`config.mk`:
```
export PLATFORM = sky130hd
export DESIGN_NAME = control_unit
export DESIGN_NICKNAME = d
export VERILOG_FILES = /design/src/rtl/ctrl_pkg.sv /design/src/rtl/ctrl_decode.sv /design/src/rtl/control_unit.sv
export SDC_FILE = /design/constraint.sdc
export NUM_CORES = 1
export LEC_CHECK = 0
export ABC_AREA = 1
export CAP_MARGIN = 20
export CORE_MARGIN = 2
export CORE_UTILIZATION = 55
export DETAILED_ROUTE_END_ITERATION = 10
export PLACE_DENSITY = 0.88
export SLEW_MARGIN = 20
export SYNTH_ARGS = -nofsm -noshare
export SYNTH_HDL_FRONTEND = slang
export SYNTH_SLANG_ARGS = --single-unit
```
`constraint.sdc`:
```
create_clock -name clk -period 4.09 [get_ports clk]
set_input_delay 0.818 -clock clk [delete_from_list [all_inputs] [get_ports clk]]
set_output_delay 0.818 -clock clk [all_outputs]
set_load 0.005 [all_outputs]
```
`src/rtl/ctrl_pkg.sv`:
```
// ---------------------------------------------------------------------------
// ctrl_pkg
// Shared definitions for the control unit: bus widths, FSM state encoding,
// opcode map, MUX select codes, C-bus write-enable bit indices, ALU op codes,
// the packed control-output bundle and small decode helpers.
// ---------------------------------------------------------------------------
package ctrl_pkg;

  localparam int INSTRUCTION_LEN = 6;
  localparam int C_BUS_SIG_LEN   = 11;
  localparam int MUX_SEL_SIG     = 4;
  localparam int ALU_OP_LEN      = 2;

  // FSM state encoding
  localparam logic [2:0] ST_IDLE = 3'd0;
  localparam logic [2:0] ST_F1A  = 3'd1;
  localparam logic [2:0] ST_F1B  = 3'd2;
  localparam logic [2:0] ST_F2   = 3'd3;
  localparam logic [2:0] ST_F3   = 3'd4;
  localparam logic [2:0] ST_DEC  = 3'd5;
  localparam logic [2:0] ST_EXEC = 3'd6;
  localparam logic [2:0] ST_HALT = 3'd7;

  // Opcode map
  localparam logic [5:0] OP_NOP   = 6'h00;
  localparam logic [5:0] OP_LDAC  = 6'h01;
  localparam logic [5:0] OP_STAC  = 6'h02;
  localparam logic [5:0] OP_MVR1  = 6'h03;
  localparam logic [5:0] OP_MVR2  = 6'h04;
  localparam logic [5:0] OP_MVR3  = 6'h05;
  localparam logic [5:0] OP_MVAC1 = 6'h06;
  localparam logic [5:0] OP_MVAC2 = 6'h07;
  localparam logic [5:0] OP_MVAC3 = 6'h08;
  localparam logic [5:0] OP_ADD   = 6'h09;
  localparam logic [5:0] OP_SUB   = 6'h0A;
  localparam logic [5:0] OP_INCAC = 6'h0B;
  localparam logic [5:0] OP_INCRA = 6'h0C;
  localparam logic [5:0] OP_INCRB = 6'h0D;
  localparam logic [5:0] OP_INCRC = 6'h0E;
  localparam logic [5:0] OP_JMPZ  = 6'h0F;
  localparam logic [5:0] OP_JMP   = 6'h10;
  localparam logic [5:0] OP_HALT  = 6'h3F;

  typedef enum logic [3:0] {
    SEL_PC = 4'd0, SEL_DR = 4'd1, SEL_R1 = 4'd2, SEL_R2 = 4'd3, SEL_R3 = 4'd4,
    SEL_RA = 4'd5, SEL_RB = 4'd6, SEL_RC = 4'd7, SEL_RD = 4'd8, SEL_AC = 4'd9
  } sel_e;

  typedef enum logic [3:0] {
    CB_AC = 4'd0, CB_AR = 4'd1, CB_DR = 4'd2, CB_R3 = 4'd3, CB_R2 = 4'd4, CB_R1 = 4'd5,
    CB_RC = 4'd6, CB_RB = 4'd7, CB_RA = 4'd8, CB_PC = 4'd9, CB_RD = 4'd10
  } cbus_idx_e;

  typedef enum logic [1:0] {
    ALU_PASS = 2'd0, ALU_ADD = 2'd1, ALU_SUB = 2'd2
  } alu_e;

  typedef struct packed {
    logic                     ldir;
    logic                     pc_inc;
    logic                     ac_inc;
    logic                     ra_inc;
    logic                     rb_inc;
    logic                     rc_inc;
    logic                     read;
    logic                     ram_we;
    logic                     halted;
    logic                     illegal;
    logic [C_BUS_SIG_LEN-1:0] c_bus;
    logic [MUX_SEL_SIG-1:0]   sel;
    logic [ALU_OP_LEN-1:0]    alu_op;
  } ctrl_out_t;

  // One-hot C-bus write enable for a destination register
  function automatic logic [C_BUS_SIG_LEN-1:0] cbus_bit(input cbus_idx_e idx);
    return 11'd1 << idx;
  endfunction

  // Number of EXEC cycles for an opcode; zero means DEC returns straight to F1A
  function automatic logic [2:0] exec_steps(input logic [5:0] op, input logic z);
    logic [2:0] n;
    case (op)
      OP_LDAC, OP_STAC:                        n = 3'd5;
      OP_MVR1, OP_MVR2, OP_MVR3,
      OP_MVAC1, OP_MVAC2, OP_MVAC3,
      OP_ADD, OP_SUB, OP_JMP:                  n = 3'd2;
      OP_INCAC, OP_INCRA, OP_INCRB, OP_INCRC:  n = 3'd1;
      OP_JMPZ:                                 n = z ? 3'd2 : 3'd0;
      default:                                 n = 3'd0;
    endcase
    return n;
  endfunction

  // Two-cycle bus transfer: cycle A drives select only, cycle B adds the write
  function automatic ctrl_out_t xfer(input logic [MUX_SEL_SIG-1:0] src,
                                     input logic [C_BUS_SIG_LEN-1:0] dst,
                                     input logic [ALU_OP_LEN-1:0] alu,
                                     input logic write_cycle);
    ctrl_out_t o;
    o     = '0;
    o.sel = src;
    if (write_cycle) begin
      o.c_bus  = dst;
      o.alu_op = alu;
    end else begin
      o.c_bus  = '0;
      o.alu_op = ALU_PASS;
    end
    return o;
  endfunction

endpackage

```
`src/rtl/ctrl_decode.sv`:
```
// ---------------------------------------------------------------------------
// ctrl_decode
// Pure combinational decode of {state, step, opcode, z} into the control
// output bundle, plus a flag marking the last EXEC step of the instruction.
// Ports:
//   i_state, i_step, i_opcode, i_z : current FSM position and instruction
//   o_ctrl                         : control bundle for this position
//   o_last_step                    : high on the final EXEC step
// ---------------------------------------------------------------------------
module ctrl_decode
  import ctrl_pkg::*;
(
  input  logic [2:0]                 i_state,
  input  logic [2:0]                 i_step,
  input  logic [INSTRUCTION_LEN-1:0] i_opcode,
  input  logic                       i_z,
  output ctrl_out_t                  o_ctrl,
  output logic                       o_last_step
);

  logic w_wr;

  // Decode control outputs for the current FSM position
  always_comb begin
    o_ctrl      = '0;
    o_last_step = 1'b0;
    // Transfers are two steps long; the odd step is the write cycle
    w_wr        = i_step[0];
    case (i_state)
      ST_F1A:  o_ctrl = xfer(SEL_PC, cbus_bit(CB_AR), ALU_PASS, 1'b0);
      ST_F1B:  o_ctrl = xfer(SEL_PC, cbus_bit(CB_AR), ALU_PASS, 1'b1);
      ST_F2: begin
        o_ctrl.read   = 1'b1;
        o_ctrl.pc_inc = 1'b1;
      end
      ST_F3:   o_ctrl.ldir = 1'b1;
      ST_DEC:  o_ctrl.illegal = !((i_opcode <= OP_JMP) || (i_opcode == OP_HALT));
      ST_HALT: o_ctrl.halted = 1'b1;
      ST_EXEC: begin
        o_last_step = (i_step == (exec_steps(i_opcode, i_z) - 3'd1));
        case (i_opcode)
          OP_LDAC: begin
            case (i_step)
              3'd0, 3'd1: o_ctrl = xfer(SEL_RA, cbus_bit(CB_AR), ALU_PASS, w_wr);
              3'd2:       o_ctrl.read = 1'b1;
              3'd3:       o_ctrl = xfer(SEL_DR, cbus_bit(CB_AC), ALU_PASS, 1'b0);
              3'd4:       o_ctrl = xfer(SEL_DR, cbus_bit(CB_AC), ALU_PASS, 1'b1);
              default:    o_ctrl = '0;
            endcase
          end
          OP_STAC: begin
            case (i_step)
              3'd0, 3'd1: o_ctrl = xfer(SEL_RA, cbus_bit(CB_AR), ALU_PASS, w_wr);
              3'd2:       o_ctrl = xfer(SEL_AC, cbus_bit(CB_DR), ALU_PASS, 1'b0);
              3'd3:       o_ctrl = xfer(SEL_AC, cbus_bit(CB_DR), ALU_PASS, 1'b1);
              3'd4:       o_ctrl.ram_we = 1'b1;
              default:    o_ctrl = '0;
            endcase
          end
          OP_MVR1:  o_ctrl = xfer(SEL_AC, cbus_bit(CB_R1), ALU_PASS, w_wr);
          OP_MVR2:  o_ctrl = xfer(SEL_AC, cbus_bit(CB_R2), ALU_PASS, w_wr);
          OP_MVR3:  o_ctrl = xfer(SEL_AC, cbus_bit(CB_R3), ALU_PASS, w_wr);
          OP_MVAC1: o_ctrl = xfer(SEL_R1, cbus_bit(CB_AC), ALU_PASS, w_wr);
          OP_MVAC2: o_ctrl = xfer(SEL_R2, cbus_bit(CB_AC), ALU_PASS, w_wr);
          OP_MVAC3: o_ctrl = xfer(SEL_R3, cbus_bit(CB_AC), ALU_PASS, w_wr);
          OP_ADD:   o_ctrl = xfer(SEL_R1, cbus_bit(CB_AC), ALU_ADD, w_wr);
          OP_SUB:   o_ctrl = xfer(SEL_R1, cbus_bit(CB_AC), ALU_SUB, w_wr);
          OP_INCAC: o_ctrl.ac_inc = 1'b1;
          OP_INCRA: o_ctrl.ra_inc = 1'b1;
          OP_INCRB: o_ctrl.rb_inc = 1'b1;
          OP_INCRC: o_ctrl.rc_inc = 1'b1;
          OP_JMPZ, OP_JMP: o_ctrl = xfer(SEL_RD, cbus_bit(CB_PC), ALU_PASS, w_wr);
          default:  o_ctrl = '0;
        endcase
      end
      default: o_ctrl = '0;
    endcase
  end

endmodule

```
`src/rtl/control_unit.sv`:
```
// ---------------------------------------------------------------------------
// control_unit
// Moore FSM sequencing fetch / decode / execute for the register unit.
// Control outputs are registered from the decode of the current state, so
// each output pattern appears one clock after its FSM position.
// Ports:
//   clk, reset (sync, active-high), start, opcode (IR), z_flag (ALU zero)
//   LDIR, *_INC strobes, read, ram_we, C_bus_ctrl_sig, select, alu_op,
//   halted, illegal
// ---------------------------------------------------------------------------
module control_unit
  import ctrl_pkg::*;
(
  input  logic                       clk,
  input  logic                       reset,
  input  logic                       start,
  input  logic [INSTRUCTION_LEN-1:0] opcode,
  input  logic                       z_flag,
  output logic                       LDIR,
  output logic                       PC_INC,
  output logic                       AC_INC,
  output logic                       RA_INC,
  output logic                       RB_INC,
  output logic                       RC_INC,
  output logic                       read,
  output logic                       ram_we,
  output logic [C_BUS_SIG_LEN-1:0]   C_bus_ctrl_sig,
  output logic [MUX_SEL_SIG-1:0]     select,
  output logic [ALU_OP_LEN-1:0]      alu_op,
  output logic                       halted,
  output logic                       illegal
);

  logic [2:0]                 r_state;
  logic [2:0]                 r_step;
  logic [INSTRUCTION_LEN-1:0] r_opcode;
  logic                       r_z;
  ctrl_out_t                  r_out;

  logic [INSTRUCTION_LEN-1:0] w_dec_opcode;
  logic                       w_dec_z;
  ctrl_out_t                  w_ctrl;
  logic                       w_last_step;

  // IR is live during DEC; EXEC works from the opcode/z latched there
  assign w_dec_opcode = (r_state == ST_DEC) ? opcode : r_opcode;
  assign w_dec_z      = (r_state == ST_DEC) ? z_flag : r_z;

  ctrl_decode u_decode (
    .i_state     (r_state),
    .i_step      (r_step),
    .i_opcode    (w_dec_opcode),
    .i_z         (w_dec_z),
    .o_ctrl      (w_ctrl),
    .o_last_step (w_last_step)
  );

  // FSM, step counter, instruction latch and output register
  always_ff @(posedge clk) begin
    if (reset) begin
      r_state  <= ST_IDLE;
      r_step   <= 3'd0;
      r_opcode <= '0;
      r_z      <= 1'b0;
      r_out    <= '0;
    end else begin
      r_out <= w_ctrl;
      case (r_state)
        ST_IDLE: if (start) r_state <= ST_F1A; else r_state <= ST_IDLE;
        ST_F1A:  r_state <= ST_F1B;
        ST_F1B:  r_state <= ST_F2;
        ST_F2:   r_state <= ST_F3;
        ST_F3:   r_state <= ST_DEC;
        ST_DEC: begin
          r_opcode <= opcode;
          r_z      <= z_flag;
          r_step   <= 3'd0;
          if (opcode == OP_HALT) begin
            r_state <= ST_HALT;
          end else if (exec_steps(opcode, z_flag) == 3'd0) begin
            r_state <= ST_F1A;
          end else begin
            r_state <= ST_EXEC;
          end
        end
        ST_EXEC: begin
          if (w_last_step) begin
            r_state <= ST_F1A;
            r_step  <= 3'd0;
          end else begin
            r_step  <= r_step + 3'd1;
          end
        end
        ST_HALT: if (start) r_state <= ST_F1A; else r_state <= ST_HALT;
        default: r_state <= ST_IDLE;
      endcase
    end
  end

  assign LDIR           = r_out.ldir;
  assign PC_INC         = r_out.pc_inc;
  assign AC_INC         = r_out.ac_inc;
  assign RA_INC         = r_out.ra_inc;
  assign RB_INC         = r_out.rb_inc;
  assign RC_INC         = r_out.rc_inc;
  assign read           = r_out.read;
  assign ram_we         = r_out.ram_we;
  assign C_bus_ctrl_sig = r_out.c_bus;
  assign select         = r_out.sel;
  assign alu_op         = r_out.alu_op;
  assign halted         = r_out.halted;
  assign illegal        = r_out.illegal;

endmodule

```
==> results, run 1 <==
- Summing all multi-input logic gate instances after layout gives 972 um^2.
- The share of the Yosys chip area taken by registers is 0.381.
- In this run the remaining antenna-violating nets after routing total 0.
- The number of post-CTS setup repair buffers is 0.
- The most crowded layer after global routing is met2.
- The number of synthesized flops with an enable pin is 0.
- The most used flip-flop cell after synthesis is dfxtp_1.
- The finished layout holds 340 standard cells, fillers aside.
- The antenna diode count is 0.
- The initial utilization of the core area, before any placement, comes to 0.571.
- The element type at the critical path start is an input pin.
- The final core area utilization is 0.696.
- The max-cap check violation count is 0.
- The detailed-route via count is 1724.
- The run finished with clean final reports.
- In this run, CTS created clock tree buffers numbering 5.
- The count of distinct cell types in the synthesized netlist is 35.
- The switching part of the total is 0.237.
- In this run, post-CTS repair resized a total of 0 instances.
- For this run, global-route usage on met3 was measured as 0.0559.
- The highest fanout seen on the critical path is 5.
- The synthesized area per cell is 7.25 um^2.
- The design area is 0.00230 mm^2.
- For this run, the total global-route usage over all layers was measured as 0.230.
- The power density relative to cell area is 310 mW/mm^2.
- In the final layout, the share of cells above drive strength 1 is 0.119.
- The clock share of power is 0.395.
- The placed wire-length estimate after detailed placement is 3060 um.
- For this design, the CTS-stage hold fixing added 0 buffers.
- The area fraction of the dominant cell type after synthesis is 0.381.
- Global routing finished with a remaining overflow of 0.
- Static timing analysis puts the maximum clock frequency at 308 MHz.
- The worst max-slew margin expressed relative to the limit is 0.568.
- For this design the static power due to leakage is 0.977 nW.
- Relative to the synthesized area, the layout overhead comes to 21.8%.
- The H-tree depth is 2.
- The commonest cells after synthesis are nor2_1 (47), nand2_1 (37), dfxtp_1 (36).
- The total number of nets in the final design is 309.
- The count of unresolved DRC violations after routing is 0.
- The met2 usage is 0.391.
- The biggest area consumer among synthesized cells is dfxtp_1.
- The x dimension of the die is 62.7 um.
- The count of boundary I/O pins is 37.
- The synthesized design contains 36 register bits.
- The first-iteration detailed-routing DRC count is 148.
- The worst-case IR drop observed on VDD is 0.206 mV.
- The total number of yosys warnings is 0.
- Setup slack on the worst reg-to-reg path comes out at 0.94 ns.
- The standard cell core area is 0.00331 mm^2.
- The sequential cells in the finished layout cover a total of 721 um^2.
- The total power draw is 714 uW.
- The most common cell type on the critical path is nand2_2.
- TritonCTS built the clock tree.
- The via count of the first global-routing pass came to 1741.
- Measured along the y axis, the die boundary spans 62.7 um.
- STA puts the critical path data required time at 4.38 ns.
- Summing all placed instances gives a cell area of 0.00221 mm^2.
- Ranked by total cell area, the synthesized netlist is headed by dfxtp_1 (38%), nor2_1 (9.3%), nand2_1 (7.3%).
- The total iterations of the first detailed-routing run is 4.
- Setup total negative slack on the finished layout was measured at 0 ns.
- Clock latency on the worst-skew pair, taken at its later pin, is 0.34 ns.
- The critical register-to-register path startpoint is r_state[2].
- The largest delay contributor family on the critical path is simple AND/OR/NAND/NOR gates.
- The buffer and inverter count on the worst path is 3.
- The final count of negative-setup-slack endpoints is 0.
- Final hold analysis gives a worst-case slack of 0.546 ns.
- The number of hold violations in the final report was 0.
- The number of rows in the core area is 21.
- The cell at the slowest stage of the critical path is clkdlybuf4s50_1.
- The internal power consumption is 545 uW.
- For this block, the routed nets add up to 4050 um of wire.
- After clock tree synthesis, the clock-pin slew on the worst setup and hold paths is 0.12 ns.
- The fraction of the cycle the final worst path needs is 0.793.
- The timing startpoint of the critical path is opcode[2].
- The async set or reset register ratio after synthesis is 0.
- For the worst flop-to-flop path, the logic depth is 16.
- Prior to clock tree synthesis, the placed netlist has a worst setup slack of 0.506 ns.
- At the pin with the least slew margin, the transition time is 0.646 ns.
- Walking the worst path, the cells encountered are clkdlybuf4s50_1 -> nand4_1 -> nand2_2 -> inv_1 -> nor2_1 -> inv_1 -> nor2_1 -> nand2_1 -> o211a_1 -> ha_1 -> xnor2_1 -> nand3_1 -> a21oi_2 -> nand3_2 -> nand2_2 -> nand2_2 -> a21oi_2.
- The worst reg2reg path endpoint is r_state[0].
- On the final layout, the worst clock skew is 0.0157 ns.
- At the worst endpoint, the arrival time is 3.54 ns.
- The met1 usage in global routing is 0.275.
- The worst setup path is captured at a register.
- The initial antenna violation count is 0.
- The instance count after placement with tap cells included is 332.
- The analysis attributes to net switching a power of 169 uW.
- Routability-driven placement finished with a final weighted congestion of 0.848.
- The classification of the worst-slack hold path is register to register.
- The number of pins with negative max-slew slack in the final report is 0.
- The startpoint-to-endpoint class of the critical path is input pin to register.
- After layout, the minimum clock period comes to 3.24 ns.
- The netlist area before placement is 0.00189 mm^2.
- Setup repair after global routing left no endpoint under its margin.
- The leading cell type by number of instances after synthesis is nor2_1.
- Setup slack on the critical path of the routed design comes to 0.848 ns.
- The longest clock path from root to sink contains 2 buffers.
- The first global-routing pass estimated 7250 um of wire.
- The critical path runs through a total of 17 cells.
- The synthesized instance count is 261.
- The delay of the slowest cell on the worst path is 0.54 ns.
- The die covers 0.00393 mm^2.
- The share of total power dissipated in sequential elements is 0.512.
- The final-layout fill cell count is 269.
- The critical path ends at r_state[0].
- The detailed-route wire length per cell is 11.9 um.
- CTS saw 36 sinks.
- The mean number of vias per cell is 5.07.
- The library cell used as clock root buffer is clkbuf_4.
- The count of port buffers added during placement is 32.
- Entering global routing, the biggest net connects 19 pins.
- The share of total power dissipated in combinational logic is 0.093.
state kept, by name, indices dropped and copies added (netlist names):
register,flops
AC_INC,1
C_bus_ctrl_sig,7
LDIR,1
PC_INC,1
RA_INC,1
RB_INC,1
RC_INC,1
alu_op,2
halted,1
illegal,1
r_opcode,6
r_state,3
r_step,3
r_z,1
ram_we,1
read,1
select,4
tightest hold or removal path: cells and delay by family, from the launching register on:
kind / cells / cell delay, ns
AO/OA/AOI/OAI: 1 / 0.06
AND/OR/NAND/NOR: 1 / 0.08
flip-flops: 1 / 0.37
worst min-delay path by stage:
stage	cells past startpoint	slack, ns	endpoint	start
6_report	2	0.55	r_step[1]	r_step[1]
2_1_floorplan	2	0.48	r_z	r_z
5_1_grt	2	0.57	ram_we	r_step[2]
3_5_place_dp	2	0.53	ram_we	r_step[2]
4_1_cts	2	0.54	ram_we	r_step[2]
3_3_place_gp	2	0.53	r_step[2]	r_step[2]
power groups by stage:
| stage | Combinational [mW] | Sequential, mW | Clock (mW) |
|---|---|---|---|
| finish | 0.0667 | 0.365 | 0.282 |
| CTS | 0.0662 | 0.365 | 0.282 |
| global placement | 0.0638 | 0.373 | 0 |
| floorplan | 0.0532 | 0.368 | 0 |
| detailed placement | 0.0653 | 0.373 | 0 |
| global route | 0.0750 | 0.366 | 0.303 |
metal layers:
layer,wire length [um],share of wire
met1,1730,0.43
met2,2010,0.50
met3,257,0.063
met4,53,0.013
met5,0,0
logic make-up (layout without fill, tap and decap cells):
group,after synthesis,in the layout,share of synthesized area
compound gates,28,28,0.0866
fa+ha+maj,6,6,0.0397
xor+xnor,2,2,0.00926
simple gates,142,142,0.370
other cells,1,4,0.00198
buf+inv,46,76,0.111
flops,36,36,0.381
placed cells by master (no fill, tap or decap), types with 3 or more instances in the layout:
master           instances
nor2_1                  47
nand2_1                 37
dfxtp_1                 36
inv_1                   34
clkdlybuf4s50_1         32
nand3_1                 19
o21ai_0                 11
nand2_2                 10
a21oi_1                  9
nand4_1                  8
ha_1                     6
nor3_1                   5
clkbuf_4                 5
nand3_2                  4
conb_1                   4
nor2_2                   3
cell type report:
type                            count  share of cell area
Multi-Input combinational cell    182               0.422
Clock inverter                      1              0.0130
Timing Repair Buffer               32               0.139
Clock buffer                        7              0.0282
Tap cell                           46              0.0250
Sequential cell                    36               0.313
Inverter                           36              0.0598
Note: power is estimated with default switching activity, not from simulation.
==> run 2, diff against run 1 <==
Settings changed: CORE_UTILIZATION 55 to 51, PLACE_DENSITY 0.88 to 0.83.
Clock period 4.09 ns to 3 ns, I/O delays scaled along.
==> results, run 2 (synthesized netlist as in run 1, its figures left out) <==
- The x dimension of the die was 64.9 um (+3.6%).
- The effective utilization at floorplan is 0.525 (-0.0468).
- The maximum resistive drop on vdd came to 0.259 mV (+26%).
- The beginning of the worst hold path is r_state[1].
- The overflow left after global routing came to 0 (unchanged).
- The startpoint-to-endpoint class of the critical path is input pin to register.
- The total number of nets in the final design is 355 (+15%).
- The power density relative to cell area was 351 mW/mm^2 (+13%).
- The endpoint with the worst hold slack is halted.
- The clock skew after layout came to 0.00477 ns (-0.0109 ns).
- The number of rows in the core area came to 22 (+4.8%).
- The count of port buffers added during placement is 32 (unchanged).
- The placed instance area came to 0.00252 mm^2 (+14%).
- The pin count of the biggest net entering global routing was 18 (-1).
- The final core area utilization came to 0.749 (+0.0530).
- The path class of the tightest hold or removal check is register to register.
- Leaving out fill and tap cells, the most frequent cell in the layout is buf_4.
- The number of pins with negative max-slew slack in the final report is 0 (unchanged).
- The mean number of vias per cell came to 5.22 (+3.0%).
- The instance count along the most critical hold path came to 2 (unchanged).
- The via count of the first global-routing pass is 1823 (+4.7%).
- The depth of the most critical reg-to-reg path was 18 (+2).
- The clock-pin slew on the worst setup and hold paths is 0.07 ns (-0.05 ns).
- The design area is 0.00270 mm^2 (+17%).
- The final worst slack is 0.0894 ns (-0.758 ns).
- The first-iteration detailed-routing DRC count was 182 (+23%).
- The placed wire-length estimate after detailed placement is 3550 um (+16%).
- The number of flip-flops in the largest register is 7 (unchanged).
- Dividing the final minimum period by the clock period gives 0.970.
- The die boundary height is 64.9 um (+3.6%).
- The clock insertion delay at the later pin of the skew report is 0.29 ns (-0.05 ns).
- The total length of routed wires is 5180 um (+28%).
- The run finished with clean final reports.
- The remaining number of nets flagged by the antenna check after routing is 0 (unchanged).
- The total iterations of the first detailed-routing run is 5 (+1).
- The total routing resource utilization after global routing was 0.242 (+0.0117).
- The antenna diode count is 0 (unchanged).
- The leakage power is 1.22 nW (+25%).
- The buffer depth of the longest clock path came to 2 (unchanged).
- The final count of negative-setup-slack endpoints is 0 (unchanged).
- The element type at the critical path start is an input pin.
- The number of hold violations in the final report is 0 (unchanged).
- The count of unresolved DRC violations after routing is 0 (unchanged).
- The max-cap check violation count came to 0 (unchanged).
- The count of boundary I/O pins is 37 (unchanged).
- The initial antenna violation count was 0 (unchanged).
- The CTS tree is yes.
- The worst slack after detailed placement is -0.226 ns (-0.733 ns).
- In this run the critical register-to-register path is captured at r_state[0].
- The highest fanout seen on the critical path is 5 (unchanged).
- The global-route wire length before repair is 7860 um (+8.4%).
- CTS placed an instance of clkbuf_8 at the clock tree root.
- The weighted congestion reported at the end of routability-driven placement came to 0.940 (+11%).
- In the layout the commonest cells are buf_4 (45), nor2_1 (43), dfxtp_1 (34).
- The register-to-register path setup slack came to 0.17 ns (-0.77 ns).
- The detailed-route via count is 2022 (+17%).
- The hold-fix buffer count after cts was 0 (unchanged).
- Compared with the post-synthesis result, the final layout area differs by 42.7%.
- The H-tree depth is 2 (unchanged).
- The final standard cell count with taps included and fillers excluded came to 387 (+14%).
- The required time at the endpoint of the critical path is 3.22 ns (-1.16 ns).
- The detailed-route wire length per cell is 13.4 um (+12%).
- The worst register-to-register path begins at r_state[2].
- The timing-limited maximum frequency is 344 MHz.
- The fraction of final layout cells with drive strength greater than 1 is 0.277 (+0.158).
- The number of clock buffers inserted by TritonCTS came to 5 (unchanged).
- The number of clock sinks is 36 (unchanged).
- The critical path data arrival time is 3.14 ns (-0.40 ns).
- The instance count after placement with tap cells included is 375 (+13%).
- The worst path in the final design needs a cycle of 2.91 ns, including I/O delays and setup.
- STA classifies the critical path endpoint as a register.
- The standard cell core area is 0.00361 mm^2 (+8.9%).
- The full die area is 0.00421 mm^2 (+7.3%).
-- run 2: changes by cell type in the layout (fill, tap and decap cells not counted), moves of 3 or more --
cell             previous run  this run
dlymetal6s2s_1              0         3
nor2_2                      3         7
nand2_1                    37        33
clkbuf_4                    5         0
clkbuf_8                    2         5
nor2_1                     47        43
clkdlybuf4s50_1            32        29
buf_4                       0        45
nand2_2                    10        13
-- run 2: cell type report --
class	count	area, um^2
Multi-Input combinational cell	182	1010
Fill cell	243	906
Sequential cell	36	723
Timing Repair Buffer	78	686
Inverter	36	138
Clock buffer	5	68.8
Tap cell	48	60.1
Clock inverter	2	12.5
-- run 2: how the worst max path moves through the flow --
stage	start	to	cells after the start
floorplan	opcode[4]	r_state[0]	16
global placement	opcode[3]	r_state[1]	16
detailed placement	opcode[3]	r_state[0]	17
CTS	r_state[0]	r_state[0]	17
global route	opcode[2]	r_state[0]	18
finish	opcode[0]	r_state[0]	18
-- run 2: metrics by stage --
step	hold slack, ns	total power, mW	TNS, ns
2_1_floorplan	0.482	0.574	0
3_3_place_gp	0.526	0.613	-0.934
3_5_place_dp	0.530	0.617	-1.18
4_1_cts	0.542	0.940	0
5_1_grt	0.567	0.981	-0.183
6_report	0.540	0.947	0
-- run 2: report_power, final --
group	internal (mW)	leakage (nW)	total, mW	switching [mW]
clock	0.157	0.0400	0.329	0.172
combinational	0.0539	0.890	0.120	0.0661
sequential	0.485	0.291	0.498	0.0123
total	0.696	1.22	0.947	0.251
-- run 2: timing repair --
item | CTS | global route
setup endpoints to repair | 0 | 6
resized for setup | 0 | 18
buffers inserted | 0 | 5
-- run 2: metal layers --
| metal | vias to the layer above | track usage | share of wire |
|---|---|---|---|
| li1 | 984 | - | - |
| met1 | 955 | 0.282 | 0.41 |
| met2 | 72 | 0.428 | 0.51 |
| met3 | 11 | 0.0538 | 0.054 |
| met4 | 0 | 0.0957 | 0.024 |
| met5 | - | 0 | 0 |
-- run 2: worst max-delay path: stages --
cell             delay [ns]
clkdlybuf4s50_1        0.50
inv_1                  0.05
nand3_1                0.09
nand2_2                0.11
buf_4                  0.16
nor2_1                 0.24
nand3_1                0.16
nand3_1                0.17
nor2_2                 0.06
ha_2                   0.19
xnor2_2                0.13
inv_1                  0.08
nand2_2                0.06
a21oi_2                0.14
nand3_2                0.13
nand2_4                0.12
nand2_2                0.05
a21oi_2                0.09
==> run 3, diff against run 2 <==
Settings changed: MAX_ROUTING_LAYER set to met4.
==> results, run 3 (synthesized netlist as in run 1, its figures left out) <==
- The total length of routed wires came to 5100 um (-1.4%).
- The weighted congestion reported at the end of routability-driven placement was 0.957 (+1.8%).
- The global-route wire length before repair came to 7850 um (about the same).
- The area added between synthesis and finish is 42.7% (unchanged).
- The power density relative to cell area is 350 mW/mm^2 (-0.23%).
- The leakage power is 1.22 nW (unchanged).
- The total routing resource utilization after global routing was 0.249 (+0.00657).
- The nature of the critical path endpoint is a register.
- The number of flip-flops in the largest register was 7 (unchanged).
- The total iterations of the first detailed-routing run is 4 (-1).
- The fraction of final layout cells with drive strength greater than 1 was 0.277 (unchanged).
- The final-layout fill cell count is 243 (unchanged).
- Walking the worst path, the cells encountered are clkdlybuf4s50_1 -> inv_1 -> nand3_1 -> nand2_2 -> buf_4 -> nor2_1 -> nand3_1 -> nand3_1 -> nor2_2 -> ha_2 -> xnor2_2 -> inv_1 -> nand2_2 -> a21oi_2 -> nand3_2 -> nand2_4 -> nand2_2 -> a21oi_2.
- The full die area was 0.00421 mm^2 (unchanged).
- The number of hold violations in the final report is 0 (unchanged).
- The max-cap check violation count is 0 (unchanged).
- The pin count of the biggest net entering global routing came to 18 (unchanged).
- The clock skew after layout is 0.00357 ns (-0.00120 ns).
- The effective utilization at floorplan is 0.525 (unchanged).
- The hold-fix buffer count after cts is 0 (unchanged).
- The fraction of the cycle the final worst path needs is 0.971 (+0.00118).
- The maximum resistive drop on vdd is 0.257 mV (-0.49%).
- The count of boundary I/O pins is 37 (unchanged).
- The H-tree depth is 2 (unchanged).
- The number of pins with negative max-slew slack in the final report is 0 (unchanged).
- The largest delay contributor family on the critical path is simple AND/OR/NAND/NOR gates.
- The library cell used as clock root buffer is clkbuf_8.
- The total area of sequential cells was 723 um^2 (unchanged).
- The total number of nets in the final design was 355 (unchanged).
- The highest fanout seen on the critical path was 5 (unchanged).
- The buffer and inverter count on the worst path came to 4 (unchanged).
- The overflow left after global routing was 0 (unchanged).
- The slowest stage of the critical path belongs to the cell clkdlybuf4s50_1.
- The number of clock buffers inserted by TritonCTS was 5 (unchanged).
- The standard cell core area is 0.00361 mm^2 (unchanged).
- The clock insertion delay at the later pin of the skew report is 0.29 ns (about the same).
- The x dimension of the die is 64.9 um (unchanged).
- The placed wire-length estimate after detailed placement is 3550 um (unchanged).
- The via count of the first global-routing pass is 1826 (+0.16%).
- The mean number of vias per cell is 5.19 (-0.64%).
- The beginning of the worst hold path is r_state[1].
- The final count of negative-setup-slack endpoints is 0 (unchanged).
- The die boundary height was 64.9 um (unchanged).
- The total power draw came to 945 uW (-0.23%).
- The time the worst path needs with I/O delays and setup is 2.91 ns (+0.00355 ns).
- The flow ran to the end, and the final reports show no timing, DRC or antenna violations.
- The buffer depth of the longest clock path came to 2 (unchanged).
- The worst register-to-register path begins at r_state[2].
- Leaving out fill and tap cells, the most frequent cells in the layout are buf_4 (45), nor2_1 (43), dfxtp_1 (34).
- The detailed-route wire length per cell is 13.2 um (-1.4%).
- The area of the multi-input gates was 0.00101 mm^2 (unchanged).
- The critical path data arrival time came to 3.14 ns (about the same).
- The count of port buffers added during placement was 32 (unchanged).
- The first-iteration detailed-routing DRC count is 166 (-8.8%).
- The initial antenna violation count is 0 (unchanged).
- The detailed-route via count is 2009 (-0.64%).
- The leading cell type in the layout, fill and taps excluded is buf_4.
- The CTS tree is yes.
- The antenna diode count is 0 (unchanged).
- The clock-pin slew on the worst setup and hold paths is 0.07 ns (about the same).
- The count of unresolved DRC violations after routing is 0 (unchanged).
- The worst setup path is of the input pin to register kind.
- The element type at the critical path start is an input pin.
- The worst slack after detailed placement came to -0.226 ns (unchanged).
- The number of rows in the core area is 22 (unchanged).
- The timing-limited maximum frequency is 343 MHz (-0.12%).
- The remaining number of nets flagged by the antenna check after routing is 0 (unchanged).
- The number of clock sinks is 36 (unchanged).
- The required time at the endpoint of the critical path is 3.22 ns (about the same).
- The classification of the worst-slack hold path is register to register.
- The delay of the slowest cell on the worst path came to 0.50 ns (about the same).
- The final worst slack is 0.0858 ns (-0.00355 ns).
- The critical path starts at opcode[0].
==> run 3: cell counts in the layout (fill, tap and decap cells not counted) <==
Identical to the previous run, type by type.
==> run 3: metal layers <==
metal,share of wire,GRT usage,wire length [um],vias up
met1,0.40,0.282,2040,935
li1,-,-,-,984
met4,0.028,0.0957,141,0
met2,0.51,0.428,2610,77
met3,0.060,0.0538,307,13
met5,0,-,0,-
==> run 3: metrics by stage <==
stage	utilization	hold slack [ns]	cells	cell area (um^2)	TNS (ns)
2_1_floorplan	-	0.482	264	1900	0
3_5_place_dp	0.698	0.530	375	2520	-1.18
3_3_place_gp	0.698	0.526	375	2520	-0.934
4_1_cts	0.721	0.542	382	2600	0
6_report	0.749	0.539	387	2700	0
5_1_grt	0.749	0.567	387	2700	-0.183
==> run 3: worst register-to-register path, stage by stage (launching register included) <==
cell,delay [ns]
dfxtp_1,0.41
buf_4,0.19
nand4_1,0.14
nand2_2,0.13
inv_1,0.07
nand2_2,0.10
nor2_1,0.08
nand2_1,0.11
nand2_2,0.08
nor4_4,0.32
o211a_1,0.20
ha_2,0.19
xnor2_2,0.12
nand3_1,0.10
a21oi_2,0.14
nand3_2,0.13
nand2_4,0.11
nand2_2,0.05
a21oi_2,0.09
==> run 3: worst paths after layout <==
path,cells after the start,slack [ns],end
min reg2reg,2,0.54,halted
max,18,0.09,r_state[0]
min,2,0.54,halted
max reg2reg,18,0.17,r_state[0]
==> run 3: repair_timing <==
item,in CTS,in global routing
endpoints found under the setup margin,0,6
gates resized for setup,0,18
buffers inserted,0,5
==> run 3: power breakdown <==
group          switching, mW  internal, mW  total, mW
registers             0.0121         0.485      0.498
clock network          0.171         0.157      0.328
logic                 0.0652        0.0539      0.119
total                  0.249         0.696      0.945
==> run 3: final cells by class <==
cell class                 instances  share of cell area
sequential                        36               0.268
clock inverter                     2             0.00463
clock buffer                       5              0.0255
multi-input combinational        182               0.375
inverter                          36              0.0510
timing repair buffer              78               0.254
tap                               48              0.0222
